**config.mk**
```make
export PLATFORM = sky130hd
export DESIGN_NAME = input_port_buffer
export DESIGN_NICKNAME = d
export VERILOG_FILES = /design/src/rtl/input_port_buffer.sv
export SDC_FILE = /design/constraint.sdc
export NUM_CORES = 1
export LEC_CHECK = 0
export CORE_MARGIN = 1.5
export CORE_UTILIZATION = 58
export DETAILED_ROUTE_END_ITERATION = 10
export GPL_ROUTABILITY_DRIVEN = 0
export GPL_TIMING_DRIVEN = 0
export PLACE_DENSITY = 0.85
export SLEW_MARGIN = 20
export SYNTH_ARGS = -nofsm -noshare
export SYNTH_HDL_FRONTEND = slang
export SYNTH_SLANG_ARGS = --single-unit
```
**constraint.sdc**
```tcl
create_clock -name clk -period 3.69 [get_ports clk]
set_input_delay 0.369 -clock clk [delete_from_list [all_inputs] [get_ports clk]]
set_output_delay 0.369 -clock clk [all_outputs]
set_load 0.05 [all_outputs]
```
**src/rtl/input_port_buffer.sv**
```systemverilog
// Credit-returning input FIFO with packet header tracking; flits appear on ib_data_o one cycle after write.
// No internal stall: writes into a full FIFO are dropped and flagged, reads on empty are ignored and flagged.
module input_port_buffer #(
   parameter int FLIT_WIDTH = 32,
   parameter int DEPTH      = 4,
   parameter int PKT_LEN    = 4
) (
   input  logic                  clk,
   input  logic                  reset,
   input  logic [FLIT_WIDTH-1:0] ib_data_i,
   input  logic                  ib_valid_i,
   output logic                  ib_credit_o,
   input  logic                  ib_read_i,
   output logic [FLIT_WIDTH-1:0] ib_data_o,
   output logic                  ib_empty_o,
   output logic                  ib_header_valid_o,
   output logic [15:0]           ib_addr_header_o,
   output logic                  ib_overflow_o,
   output logic                  ib_underflow_o
);

   localparam int AW = $clog2(DEPTH);
   localparam int CW = AW + 1;
   localparam int PW = $clog2(PKT_LEN);

   typedef enum logic {HEAD = 1'b0, BODY = 1'b1} pkt_state_t;

   logic [FLIT_WIDTH-1:0] mem_q [DEPTH];
   logic [FLIT_WIDTH-1:0] mem_d [DEPTH];
   logic [AW-1:0]         wr_ptr_q, wr_ptr_d, rd_ptr_q, rd_ptr_d;
   logic [CW-1:0]         count_q, count_d;
   pkt_state_t            state_q, state_d;
   logic [PW-1:0]         pkt_cnt_q, pkt_cnt_d;
   logic [15:0]           hdr_q, hdr_d;
   logic                  credit_q, credit_d;
   logic                  ovf_q, ovf_d, udf_q, udf_d;
   logic                  rd_acc, wr_acc;

   assign ib_data_o         = mem_q[rd_ptr_q];
   assign ib_empty_o        = (count_q == '0);
   assign ib_header_valid_o = (state_q == HEAD) && !ib_empty_o;
   assign ib_addr_header_o  = ib_header_valid_o ? ib_data_o[15:0] : hdr_q;
   assign ib_credit_o       = credit_q;
   assign ib_overflow_o     = ovf_q;
   assign ib_underflow_o    = udf_q;

   // A read frees a slot in the same cycle, so a full FIFO still accepts a concurrent write.
   always_comb begin
      rd_acc = ib_read_i && (count_q != '0);
      wr_acc = ib_valid_i && ((count_q < CW'(DEPTH)) || rd_acc);
   end

   always_comb begin
      mem_d    = mem_q;
      wr_ptr_d = wr_ptr_q;
      rd_ptr_d = rd_ptr_q;
      count_d  = count_q;
      if (wr_acc) begin
         mem_d[wr_ptr_q] = ib_data_i;
         wr_ptr_d        = wr_ptr_q + AW'(1);
      end
      if (rd_acc) begin
         rd_ptr_d = rd_ptr_q + AW'(1);
      end
      case ({wr_acc, rd_acc})
         2'b10:   count_d = count_q + CW'(1);
         2'b01:   count_d = count_q - CW'(1);
         default: count_d = count_q;
      endcase
      credit_d = rd_acc;
      ovf_d    = ovf_q || (ib_valid_i && !wr_acc);
      udf_d    = udf_q || (ib_read_i && !rd_acc);
   end

   always_comb begin
      state_d   = state_q;
      pkt_cnt_d = pkt_cnt_q;
      hdr_d     = hdr_q;
      case (state_q)
         HEAD: begin
            if (rd_acc) begin
               state_d   = BODY;
               pkt_cnt_d = PW'(1);
               hdr_d     = ib_data_o[15:0];
            end
         end
         BODY: begin
            if (rd_acc) begin
               if (pkt_cnt_q == PW'(PKT_LEN - 1)) begin
                  state_d   = HEAD;
                  pkt_cnt_d = '0;
               end else begin
                  pkt_cnt_d = pkt_cnt_q + PW'(1);
               end
            end
         end
         default: begin
            state_d   = HEAD;
            pkt_cnt_d = '0;
         end
      endcase
   end

   always_ff @(posedge clk) begin
      if (!reset) begin
         wr_ptr_q  <= '0;
         rd_ptr_q  <= '0;
         count_q   <= '0;
         state_q   <= HEAD;
         pkt_cnt_q <= '0;
         hdr_q     <= '0;
         credit_q  <= 1'b0;
         ovf_q     <= 1'b0;
         udf_q     <= 1'b0;
      end else begin
         wr_ptr_q  <= wr_ptr_d;
         rd_ptr_q  <= rd_ptr_d;
         count_q   <= count_d;
         state_q   <= state_d;
         pkt_cnt_q <= pkt_cnt_d;
         hdr_q     <= hdr_d;
         credit_q  <= credit_d;
         ovf_q     <= ovf_d;
         udf_q     <= udf_d;
      end
   end

   // Storage needs no reset: contents are only observable once count marks them valid.
   always_ff @(posedge clk) begin
      if (reset) begin
         mem_q <= mem_d;
      end
   end

endmodule

```
### Yosys cells after proc, flatten, opt, wreduce, memory -nomap -nowiden

Cells that the tools add are included.

| operators by class | value |
|---|---|
| add/subtract/negate cells | 5 |
| reduce and logical (&&, ||, !) cells | 18 |
| bitwise gates (word level) | 3 |
| $lt $le $gt $ge | 4 |
| multiplexer cells | 16 |
| equal/unequal tests | 5 |

Operators with widths:

| operator | number |
|---|---|
| $bwmux 128 | 1 |
| $mux 32 | 3 |
| $bmux 32 s2 | 1 |
| $demux 32 s2 | 1 |
| $mux 16 | 1 |
| $add 2x1->2 const B | 3 |
| $ge 3x3->1 const B | 2 |
| $logic_and 1x1->1 | 6 |
| $mux 2 | 3 |
| $not 2->3 | 2 |
| $pmux 3 s2 | 1 |
| $reduce_and 2->1 | 3 |
| $eq 2x2->1 const B | 2 |
| $pmux 2 s2 | 1 |
| $add 3x1->3 const B | 1 |
| $logic_not 1->1 | 3 |
| $logic_not 3->1 | 1 |
| $logic_or 1x1->1 | 3 |
| $lt 3x1->1 const B | 1 |
| $lt 3x3->1 const B | 1 |
| $mux 1 | 3 |
| $reduce_bool 3->1 | 1 |
| $sub 3x1->3 const B | 1 |
| $eq 2x1->1 const B | 1 |
| other kinds (5) | 5 |

| storage, ports and cells | value |
|---|---|
| word-level logic and storage cells | 64 |
| register bits | 157 |
| bits of input ports | 36 |
| output and inout port bits | 53 |

### Logic depth before layout (Yosys ltp)

| logic depth | value |
|---|---|
| word-level depth | 7 |
| gate-level depth with buffers | 9 |
| mapped depth without buffers | 9 |

### Worst setup path before layout

OpenSTA, ideal clock, no wires.

| timing | value |
|---|---|
| kind | register -> output |
| from | reg count_q[2] |
| to | out ib_addr_header_o[10] |
| data arrival time | 1.770 ns |
| slack | 1.551 ns |
| cell stages (with the launch flop) | 5 |
| required time | 3.321 ns |
| buffers on the path | 1 |
| cell sequence | dfxtp_1 -> nor3_4 -> nor2_4 -> buf_6 -> mux2_4 |

| on the way | value |
|---|---|
| longest elaborated chain between the ends | 4 |

RTL lines:

| what | RTL line | source |
|---|---|---|
| start, declared | 31 | `logic [CW-1:0] count_q, count_d;` |
| start signal, assigned | 118 | `count_q <= count_d;` |
| $logic_not 3->1 | 40 | `assign ib_empty_o = (count_q == '0);` |
| named net ib_empty_o | 15 | `output logic ib_empty_o,` |
| $logic_not 1->1 | 41 | `assign ib_header_valid_o = (state_q == HEAD) && !ib_empty_o;` |
| $logic_and 1x1->1 | 41 |  |
| named net ib_header_valid_o | 16 | `output logic ib_header_valid_o,` |
| $mux 16 | 42 | `assign ib_addr_header_o = ib_header_valid_o ? ib_data_o[15:0] : hdr_q;` |
| end, declared | 17 | `output logic [15:0] ib_addr_header_o,` |

The timed path passes the listed nets, and every way through them passes these cells.

### Final worst setup path

| timing | value |
|---|---|
| from | reg rd_ptr_q[1] |
| to | out ib_addr_header_o[2] |

| on the way | value |
|---|---|
| longest elaborated chain between the ends | 5 |

RTL lines:

| what | RTL line | source |
|---|---|---|
| start, declared | 30 | `logic [AW-1:0] wr_ptr_q, wr_ptr_d, rd_ptr_q, rd_ptr_d;` |
| start signal, assigned | 117 | `rd_ptr_q <= rd_ptr_d;` |
| $not 2->3 (not written as such) | 39 | `assign ib_data_o = mem_q[rd_ptr_q];` |
| $bmux 32 s2 | 39 |  |
| $mux 32 (not written as such) (2 in a row) | 39 |  |
| $mux 16 | 42 |  |

No other way between the ends. The select of a mux whose other input is x is not followed.

==> out/metrics.cfg <==
[outcome]
status=finished clean

[synth]
syn_nets=338
syn_area_um2=6040
synthTopCellsByArea=edfxtp_1 (64%), mux4_2 (9.7%), dfxtp_1 (9.6%)
yosysUniqueCellTypes=32
synthArstFlopShare=0
ys_seq_area_frac=0.732
synth_edf_count=128
yosysTopAreaCell=edfxtp_1
yosys_warnings=0
syn-instance-count=295
synth_ff_type=edfxtp_1
synth-seq-cells=157
syn_avg_cell_area_um2=20.5
synth_top_area_frac=0.636

[sta]
fin_crit_ns=3.30
period_share=0.896
hold_viol=0
worstMarginPinSlew_ns=0.558
fmax_mhz=303
rsz0062_at_grt=no
setup_viol=0
max_slew_margin=0.627
finClkSkew_ns=0.0102
report.final.slew_viol_count=0
tns_ns=0

[layout]
regArea_um2=4420
area_delta_synth_final_pct=28.6
drive_above_1_share=0.224
layout.nets=449
fill_cells=556
diodes=0
multi_input_area_um2=1490

[clocking]
cts_root_buf=clkbuf_8
clock-sinks=157
cts_buffers=17
holdBufCountCts=0
cts_buffer_depth=2
h-tree-depth=4
clk_pin_slew_ns=0.07
tritoncts=yes
clk_latency_ns=0.52
postCtsSetupBuffers=0
cts_resized=0

[power]
leakagePower_uw=0.00265
design_power_total_uw=6450
peakVddDrop_mv=0.579
p_per_area_nw_per_um2=830

[grt]
grt_max_degree=24
grt_pass1_vias=3343
grt.total_usage=0.227
grt_pass1_wl_um=18200
antenna_found_initial=0
grt.overflow.total=0

[worst_setup_path]
cp-end-kind=output pin
worst_path_max_delay_cell=clkdlybuf4s50_1
crit_family=buffers and inverters
crit_arrival_ns=2.94
path_buf_inv=3
worstReg2RegEnd=count_q[2]
r2r_slack_ns=1.43
cp.depth=5
worstPathRequired_ns=3.32
r2r-start=count_q[2]
worst_setup_path_start_kind=flip-flop
path_class=flip-flop to output pin
max_stage_delay_ns=0.74
path_max_fanout=10
rr_worst_depth=9
worstPathCellList=clkbuf_1, buf_2, mux4_2, mux2_2, clkdlybuf4s50_1

[floorplan]
std_cell_rows=37
die_h_um=105
core_um2=10200
die_area_um2=11000
ios=89
start_util=0.590
die_w_um=105

[routing]
wl_per_cell_um=20.8
totalWireLength_um=11500
drc_errors=0
ant_nets=0
vias=3176
viasPerCell=5.72
drt_iter0_drc=174
first_pass_iters=6

[placed_design]
place_hpwl_um=7290
io_buffers=88

[worst_hold_path]
hold_path.class=flip-flop to flip-flop
hold_end=ib_underflow_o
min_path_cells=2
hold_start=ib_underflow_o

[run]
cap_viol_max_count=0

-- cell families (layout without fill, tap and decap cells) --
group,count (synthesis),after routing,share of synthesized area
XOR/XNOR,4,4,0.00580
AND/OR/NAND/NOR,28,28,0.0286
buffers and inverters,21,145,0.0215
AO/OA/AOI/OAI,30,30,0.0369
adder cells (fa/ha/maj),7,7,0.0157
multiplexers,48,48,0.159
flip-flops,157,157,0.732
-- tightest hold or removal path: cells and delay by family (launching register included) --
family	cells	cell delay, ns
DFF	1	0.33
and+or+nand+nor	1	0.07
AOI/OAI and AO/OA	1	0.04
-- cell type report --
cell class              count  share of cell area
multi-input cells         117               0.192
repair buffers             92               0.126
inverters                   9             0.00435
clock inverters            14              0.0203
clock buffers              18              0.0538
well taps                 136              0.0219
plain buffers              12              0.0124
flip-flops and latches    157               0.570
-- flip-flops by register name, summed over array words and instances, names as in the netlist --
register and flops:
count_q 3, hdr_q 16, state_q 1, ib_credit_o 1, pkt_cnt_q 2, ib_underflow_o 1, rd_ptr_q 2, mem_q 128
ib_overflow_o 1, wr_ptr_q 2
-- metrics by stage --
step	util	area (µm²)	setup WS [ns]	std cells	hold slack [ns]
2_1_floorplan	-	6040	1.55	295	0.445
3_3_place_gp	0.693	7090	0.574	519	0.450
3_5_place_dp	0.703	7190	0.940	523	0.462
4_1_cts	0.759	7770	0.332	555	0.459
5_1_grt	0.759	7770	0.238	555	0.471
6_report	0.759	7770	0.386	555	0.468
-- Yosys cell counts (4+ instances only) --
cell type	instances
inv_1	9
a22o_1	16
mux2_4	10
o21ai_0	4
dfxtp_1	29
mux4_2	26
edfxtp_1	128
ha_1	6
and3_1	6
mux4_1	6
nor2_1	10
buf_2	4
a21oi_1	7
mux2_2	6
-- worst max path at each step --
stage,start,to
after CTS,rd_ptr_q[1],ib_addr_header_o[2]
after global placement,ib_read_i,mem_q[59]
after floorplan,count_q[2],ib_addr_header_o[10]
after global routing,rd_ptr_q[1],ib_addr_header_o[2]
after detailed placement,rd_ptr_q[1],ib_addr_header_o[4]
final,rd_ptr_q[1],ib_addr_header_o[2]
-- cells in the final DEF, fill, tap and decap left out, types with 3 or more instances in the layout --
cell type	instances
a22o_1	16
mux2_4	10
nand3_1	3
mux2_2	6
clkdlybuf4s50_1	88
o21ai_0	4
inv_1	9
a21oi_1	7
ha_1	6
nor3_1	3
buf_6	3
buf_2	4
mux4_1	6
nor2_1	10
clkinv_4	3
clkbuf_1	3
inv_6	5
and3_2	4
dfxtp_1	29
mux4_2	26
buf_12	3
edfxtp_1	128
clkbuf_16	16
xor2_1	3
-- layer usage --
layer | wire (µm) | global-route usage | vias to the layer above
met5 | 0 | 0 | -
met2 | 5990 | 0.376 | 114
li1 | - | - | 1435
met1 | 4830 | 0.294 | 1612
met4 | 168 | 0.0841 | 0
met3 | 561 | 0.0555 | 15
-- where the power goes --
part           internal, µW  switching, µW
clock                   977            715
sequential             2050           80.0
combinational          1040           1590
total                  4070           2380
Power figures use the tool's default switching activity.
